`src/rtl/paralelo_serial_multi_if.sv`:
```
// Parallel-word handshake and serial output bundle of the PHY transmit serialiser.
// The slave side is the serialiser; the master side is the producer/line consumer.
interface paralelo_serial_multi_if #(
  parameter int MAX_WIDTH = 32
);
  logic [MAX_WIDTH-1:0] in;
  logic                 in_valid;
  logic                 in_ready;
  logic                 out;
  logic                 out_valid;
  logic                 idle_tx;
  logic                 word_done;
  logic                 mode_err;

  modport master (
    output in, in_valid,
    input  in_ready, out, out_valid, idle_tx, word_done, mode_err
  );

  modport slave (
    input  in, in_valid,
    output in_ready, out, out_valid, idle_tx, word_done, mode_err
  );
endinterface

```
`src/rtl/paralelo_serial_multi.sv`:
```
// Runtime-width parallel-to-serial converter, MSB first, with idle-symbol fill.
//
// state | meaning
// OFF   | disabled or just out of reset; line quiet
// DATA  | shifting an accepted data word
// FILL  | shifting the idle symbol; always completed once started
module paralelo_serial_multi #(
  parameter int                MAX_WIDTH = 32,
  parameter int                IDLE_W    = 8,
  parameter logic [IDLE_W-1:0] IDLE_SYM  = 8'hBC
) (
  input  logic                    CLK,
  input  logic                    RESET,
  input  logic                    ENB,
  input  logic [1:0]              PCLK,
  paralelo_serial_multi_if.slave  bus
);
  localparam int CW = $clog2(MAX_WIDTH + 1);

  typedef enum logic [1:0] {OFF, DATA, FILL} state_t;

  state_t               state, state_nxt;
  logic [CW-1:0]        cnt, cnt_nxt;
  logic [MAX_WIDTH-1:0] shreg, shreg_nxt;
  logic                 valid_q, valid_nxt;
  logic                 idle_q, idle_nxt;
  logic                 done_q, done_nxt;
  logic                 err_q, err_nxt;
  logic                 boundary;

  // cnt counts the bits left including the one on the line, so cnt == 1 is the last bit
  assign boundary     = ENB && ((state == OFF) || (cnt == CW'(1)));
  assign bus.in_ready = boundary;

  always_comb begin
    state_nxt = state;
    cnt_nxt   = cnt;
    shreg_nxt = shreg;
    err_nxt   = err_q;
    valid_nxt = 1'b0;
    idle_nxt  = 1'b0;
    done_nxt  = 1'b0;
    if (!ENB) begin
      state_nxt = OFF;
      cnt_nxt   = '0;
      shreg_nxt = '0;
    end else if (boundary) begin
      if (bus.in_valid) begin
        state_nxt = DATA;
        // left-align the selected width so the MSB of the shifter is always the line bit
        unique case (PCLK)
          2'b00: begin
            cnt_nxt   = CW'(MAX_WIDTH);
            shreg_nxt = bus.in;
          end
          2'b01: begin
            cnt_nxt   = CW'(MAX_WIDTH / 2);
            shreg_nxt = bus.in << (MAX_WIDTH / 2);
          end
          default: begin
            cnt_nxt   = CW'(MAX_WIDTH / 4);
            shreg_nxt = bus.in << (3 * MAX_WIDTH / 4);
          end
        endcase
        if (PCLK == 2'b11) err_nxt = 1'b1;
      end else begin
        state_nxt = FILL;
        cnt_nxt   = CW'(IDLE_W);
        shreg_nxt = '0;
        shreg_nxt[MAX_WIDTH-1 -: IDLE_W] = IDLE_SYM;
      end
    end else begin
      shreg_nxt = shreg << 1;
      cnt_nxt   = cnt - CW'(1);
    end
    valid_nxt = (state_nxt != OFF);
    idle_nxt  = (state_nxt == FILL);
    done_nxt  = (state_nxt == DATA) && (cnt_nxt == CW'(1));
  end

  always_ff @(posedge CLK or posedge RESET) begin
    if (RESET) begin
      state   <= OFF;
      cnt     <= '0;
      shreg   <= '0;
      valid_q <= 1'b0;
      idle_q  <= 1'b0;
      done_q  <= 1'b0;
      err_q   <= 1'b0;
    end else begin
      state   <= state_nxt;
      cnt     <= cnt_nxt;
      shreg   <= shreg_nxt;
      valid_q <= valid_nxt;
      idle_q  <= idle_nxt;
      done_q  <= done_nxt;
      err_q   <= err_nxt;
    end
  end

  assign bus.out       = shreg[MAX_WIDTH-1];
  assign bus.out_valid = valid_q;
  assign bus.idle_tx   = idle_q;
  assign bus.word_done = done_q;
  assign bus.mode_err  = err_q;
endmodule
```
`src/flat_wrapper.sv`:
```
// flat-port wrapper written by rule: the top's interface ports become plain ports
module paralelo_serial_multi_flat 
#(
  parameter int                MAX_WIDTH = 32,
  parameter int                IDLE_W    = 8,
  parameter logic [IDLE_W-1:0] IDLE_SYM  = 8'hBC
)
  (CLK, RESET, ENB, PCLK, bus_in, bus_in_valid, bus_in_ready, bus_out, bus_out_valid, bus_idle_tx, bus_word_done, bus_mode_err);
  paralelo_serial_multi_if #(.MAX_WIDTH(MAX_WIDTH)) bus_i ();
  input  logic CLK;
  input  logic RESET;
  input  logic ENB;
  input  logic [1:0] PCLK;
  input wire logic [$bits(bus_i.in)-1:0] bus_in;
  input wire logic [$bits(bus_i.in_valid)-1:0] bus_in_valid;
  output wire logic [$bits(bus_i.in_ready)-1:0] bus_in_ready;
  output wire logic [$bits(bus_i.out)-1:0] bus_out;
  output wire logic [$bits(bus_i.out_valid)-1:0] bus_out_valid;
  output wire logic [$bits(bus_i.idle_tx)-1:0] bus_idle_tx;
  output wire logic [$bits(bus_i.word_done)-1:0] bus_word_done;
  output wire logic [$bits(bus_i.mode_err)-1:0] bus_mode_err;
  assign bus_i.in = bus_in;
  assign bus_i.in_valid = bus_in_valid;
  assign bus_in_ready = bus_i.in_ready;
  assign bus_out = bus_i.out;
  assign bus_out_valid = bus_i.out_valid;
  assign bus_idle_tx = bus_i.idle_tx;
  assign bus_word_done = bus_i.word_done;
  assign bus_mode_err = bus_i.mode_err;
  paralelo_serial_multi #(.MAX_WIDTH(MAX_WIDTH), .IDLE_W(IDLE_W), .IDLE_SYM(IDLE_SYM)) u_core (.CLK(CLK), .RESET(RESET), .ENB(ENB), .PCLK(PCLK), .bus(bus_i));
endmodule
```
`config.mk`:
```
export PLATFORM = sky130hd
export DESIGN_NAME = paralelo_serial_multi_flat
export DESIGN_NICKNAME = d
export VERILOG_FILES = /design/src/rtl/paralelo_serial_multi_if.sv /design/src/rtl/paralelo_serial_multi.sv /design/src/flat_wrapper.sv
export SDC_FILE = /design/constraint.sdc
export NUM_CORES = 1
export LEC_CHECK = 0
export CAP_MARGIN = 20
export CORE_AREA = 2 2 77 60
export CTS_BUF_LIST = sky130_fd_sc_hd__clkbuf_8
export CTS_CLUSTER_DIAMETER = 100
export DETAILED_ROUTE_END_ITERATION = 10
export DIE_AREA = 0 0 79 62
export PLACE_DENSITY = 0.79
export RECOVER_POWER = 100
export SLEW_MARGIN = 20
export SYNTH_ARGS = -nofsm -noshare
export SYNTH_HDL_FRONTEND = slang
export SYNTH_SLANG_ARGS = --single-unit
```
`constraint.sdc`:
```
create_clock -name CLK -period 2.3 [get_ports CLK]
set_clock_uncertainty 0.2 [all_clocks]
set_input_delay 0.46 -clock CLK [delete_from_list [all_inputs] [get_ports CLK]]
set_output_delay 0.46 -clock CLK [all_outputs]
set_load 0.01 [all_outputs]
```
== Word-level counts from Yosys, hierarchy flattened ==
Index checks and enable logic that the tools add are counted.
Operators by class
  add/sub/neg operators: 1
  eq/ne operators: 6
  mux-type cells: 11
  reduce and logical (&&, ||, !) cells: 7
Operators with widths (count)
  32-bit 2-to-1 mux: 3
  32-bit case mux with 2 select lines: 1
  6-bit 2-to-1 mux: 3
  6-bit by 1-bit equality test with 1-bit output, second input constant: 2
  6-bit case mux with 2 select lines: 1
  2-bit 2-to-1 mux: 3
  6-bit by 1-bit subtractor with 6-bit output, second input constant: 1
  2-bit by 1-bit equality test with 1-bit output, second input constant: 2
  2-bit equality test, second input constant: 2
  2-bit logical NOT: 2
  4-bit AND reduction: 1
  1-bit logical AND: 2
  2-bit nonzero test: 1
  1-bit logical OR: 1
Storage, ports and cells
  register bits: 44
  bits of input ports: 38
  output and inout port bits: 6

== Depth between registers and ports, before layout ==
  depth in word-level cells: 7
  mapped depth: 7
  gate-level depth less buffers: 6

== Worst setup path before layout ==
OpenSTA, ideal clock, no wires.
  kind: register to register
  start: register u_core.cnt[2]
  end: register u_core.done_q (netlist: u_core.bus.word_done)
  arrival time: 1655 ps
  required time: 1989 ps
  slack: 334 ps
  stages on the path, launching flop included: 5
  clock period less this slack: 1966 ps
  cell sequence: dfrtp_1 -> or3_4 -> nor3_1 -> mux2_2 -> a2111oi_2
On the way
  longest elaborated chain between the ends: 7
  elaborated cells on any way between the ends: 11
  those cells by class: add/sub: 1; eq/ne: 3; mux: 4; reduce/logical: 3
RTL lines
  start, declared: RTL line paralelo_serial_multi.sv:23  | logic [CW-1:0] cnt, cnt_nxt;
  start signal, assigned: RTL line paralelo_serial_multi.sv:92  | cnt <= cnt_nxt;
  branches (longest 6 deep; another with 6-bit by 1-bit subtractor with 6-bit output)
  1-bit logical AND *: RTL line paralelo_serial_multi.sv:78  | done_nxt = (state_nxt == DATA) && (cnt_nxt == CW'(1));
  net u_core.done_nxt: RTL line paralelo_serial_multi.sv:27  | logic done_q, done_nxt;
  end signal, assigned: RTL line paralelo_serial_multi.sv:96  | done_q <= done_nxt;
  end, declared: RTL line paralelo_serial_multi.sv:27
Mark *: on every way through the listed nets, which the timed path passes.
A chain may end at the register's enable or synchronous reset.

== Final worst setup path ==
  start: register u_core.cnt[3]
  end: output bus_in_ready
On the way
  longest elaborated chain between the ends: 3
RTL lines
  6-bit by 1-bit equality test with 1-bit output: RTL line paralelo_serial_multi.sv:32  | assign boundary = ENB && ((state == OFF) || (cnt == CW'(1)));
  1-bit logical OR: RTL line paralelo_serial_multi.sv:32
  1-bit logical AND: RTL line paralelo_serial_multi.sv:32
  end, declared: RTL line flat_wrapper.sv:16  | output wire logic [$bits(bus_i.in_ready)-1:0] bus_in_ready;
No other way between the ends.

==> flow_summary.yaml <==
setup_path:
  cpPeakStageDelay_ns: 0.41
  end_kind: "output port"
  path_class: "flip-flop to output port"
  arrival_ns: 1.57
  rrSetupSlack_ns: 0.12
  r2r_end: "u_core.bus.word_done"
  cp_max_fo: 2
  crit_slowest_cell: "or3_4"
  r2r_start: "u_core.cnt[3]"
  path_depth: 4
  crit_chain: "or3_4 -> o22ai_2 -> and2_4 -> buf_2"
  startpoint: "u_core.cnt[3]"
  critPathBufInv: 1
  r2r_cells: 5
  startpoint_type: "flip-flop"
  critical_path.top_delay_family: "simple AND/OR/NAND/NOR gates"
  critPathCapture: "bus_in_ready"
  crit_required_ns: 1.64
job:
  maxCapViolations: 0
cells_and_area:
  post-route-util: 0.6664
  layout-drive-gt1-share: 0.1862
  n_antenna_cell: 0
  nFillCells: 346
  stdcell_area_um2: 2836
  syn2layout_area_growth_pct: 35.42
  finalNetCount: 286
cts:
  root_buffer: "clkbuf_8"
  cts_buffers: 5
  htree_levels: 2
  holdBufCountCts: 0
  cts.reportedPaths.clkPinSlew_ns: 0.08
  clock_path_buffers: 2
  cts_tree: "built"
  clk_latency_ns: 0.30
  cts_setup_buffers: 0
  cts_num_sinks: 44
synthesis:
  synth_compound_area_frac: 0.1924
  synth-edff-count: 0
  synth_top_family_by_area: "compound AO/OA/AOI/OAI gates"
  yosys.area_share.simple: 0.1380
  ys_ff_latch: 44
  async_reset_ff_frac: 1.000
  synth_ff_type: "dfrtp_1"
  netlist-cell-type-count: 42
  synthMuxAreaShare: 0.08483
  syn-cell-area_um2: 2095
  synth-xor-area-share: 0.01254
  synth_nets: 224
  synthAdderAreaFrac: 0.01195
  postSynthAreaPerCell_um2: 11.38
  yosysWarnings: 0
  synth.yosys.seq_area_share: 0.5257
  synthCells: 184
drt:
  wl_mm: 5.110
  avgRoutedWirePerCell_um: 16.81
  ant_nets: 0
  post_drt_via_cell_ratio: 5.569
  vias: 1693
  drt_iter0_markers: 144
  post-route-drc-count: 0
  dr.pass1.iters: 4
global_routing:
  grt-ovfl-total: 0
  grt_use_total: 0.2187
  antenna_found_initial: 0
  grt_first_pass_wirelength_mm: 7.886
  grt_max_degree: 45
  grt_pass1_vias: 1623
floorplan:
  rows: 21
  die_area_um2: 4898
  core_area_um2: 4257
  pin_count: 44
  die_w_um: 79
  die_y_um: 62
  initial_core_util: 0.4921
timing:
  fmax_mhz: 449.2
  setup_ws_ns: 0.07369
  period_needed_ns: 2.226
  holdWs_ns: 0.2649
  tightest_slew_ns: 1.049
  hold_viol_final: 0
  rsz0062_at_grt: "false"
  finalSetupViolCount: 0
  drv_slew: 0
  slew_headroom: 0.3009
  fin_crit_sh: 0.9680
power_and_ir_drop:
  irDropWorstVdd_uv: 354.0
  power_density_nw_per_um2: 675.4
  p_leak_nw: 1.314
  p_total_w: 0.001916
status:
  status: "finished, final reports clean"
placement:
  routabilityCongestion: 0.8672
  pre_cts_ws_ns: -0.1422
  placed_area_um2: 2740
  hpwl_mm: 3.681
  port_buffers: 43
worst_hold_path:
  min_path_cells: 1
  hold_path.class: "flip-flop to flip-flop"
==> per-layer routing <==
metal,share of wire,vias to the layer above,GRT usage,wire length (um)
met5,0,-,0,0
met4,0.0092,0,0.07635,47
met3,0.067,6,0.04624,341
met2,0.44,59,0.3281,2245
met1,0.48,830,0.3205,2475
li1,-,798,-,-
==> cell usage after synthesis (all sizes together) (6+ instances only) <==
cell / instances / area, um2
a21boi: 6 / 48.80
and2: 8 / 50.05
o21ai: 9 / 45.04
a22o: 14 / 122.6
nand2: 14 / 52.55
mux2: 6 / 67.56
dfrtp: 44 / 1101
nor2: 6 / 22.52
buf: 6 / 38.79
clkbuf: 6 / 22.52
mux2i: 11 / 110.1
==> placed cells by master (no fill, tap or decap), types with 6 or more instances in the layout <==
cell type,Yosys,layout
a22o_1,14,14
and2_1,8,6
buf_4,1,21
clkdlybuf4s50_1,0,35
dfrtp_1,44,44
dlygate4sd3_1,0,7
mux2i_1,11,11
nand2_1,14,14
nor2_1,6,6
o21ai_0,9,9
==> final cells by class <==
| type | instances | area, um2 | area share |
|---|---|---|---|
| Sequential cell | 44 | 1101 | 0.3882 |
| Multi-Input combinational cell | 125 | 938.4 | 0.3308 |
| Timing Repair Buffer | 67 | 603.1 | 0.2126 |
| Tap cell | 57 | 71.32 | 0.02514 |
| Clock buffer | 5 | 68.82 | 0.02426 |
| Clock inverter | 3 | 42.54 | 0.01500 |
| Inverter | 3 | 11.26 | 0.003970 |
==> what timing repair did <==
action,in CTS,in global routing
gates resized for setup,4,4
endpoints found under the setup margin,1,2
gates cloned,0,0
pin swaps,3,3
==> kinds of logic after synthesis <==
family / Yosys count
multiplexers: 17
AND/OR/NAND/NOR: 53
buffers and inverters: 15
adder cells (fa/ha/maj): 2
flip-flops: 44
XOR/XNOR: 3
AO/OA/AOI/OAI: 50
==> power breakdown <==
group / switching, W / internal [W]
Sequential: 0.0000245 / 0.000826
Clock: 0.000269 / 0.000321
Combinational: 0.000235 / 0.000239
==> how the worst min path moves through the flow <==
| stage | from | slack (ns) | endpoint |
|---|---|---|---|
| floorplan | u_core.shreg[23] | 0.24 | u_core.shreg[24] |
| global placement | u_core.shreg[24] | 0.25 | u_core.shreg[25] |
| detailed placement | u_core.shreg[2] | 0.26 | u_core.shreg[3] |
| CTS | u_core.bus.mode_err | 0.27 | u_core.bus.mode_err |
| global route | u_core.bus.mode_err | 0.28 | u_core.bus.mode_err |
| finish | u_core.bus.mode_err | 0.26 | u_core.bus.mode_err |
==> flip-flops by register name, indices dropped and copies added, names as in the netlist <==
| register | count |
|---|---|
| u_core.bus.out_valid | 1 |
| u_core.bus.word_done | 1 |
| u_core.shreg | 32 |
| u_core.bus.idle_tx | 1 |
| u_core.bus.mode_err | 1 |
| u_core.state | 2 |
| u_core.cnt | 6 |
==> per-stage QoR <==
stage | setup TNS, ns | cells
2_1_floorplan | 0 | 184
3_3_place_gp | -1.504 | 296
3_5_place_dp | -1.785 | 296
4_1_cts | 0 | 304
5_1_grt | 0 | 304
6_report | 0 | 304
Power figures use the tool's default switching activity.
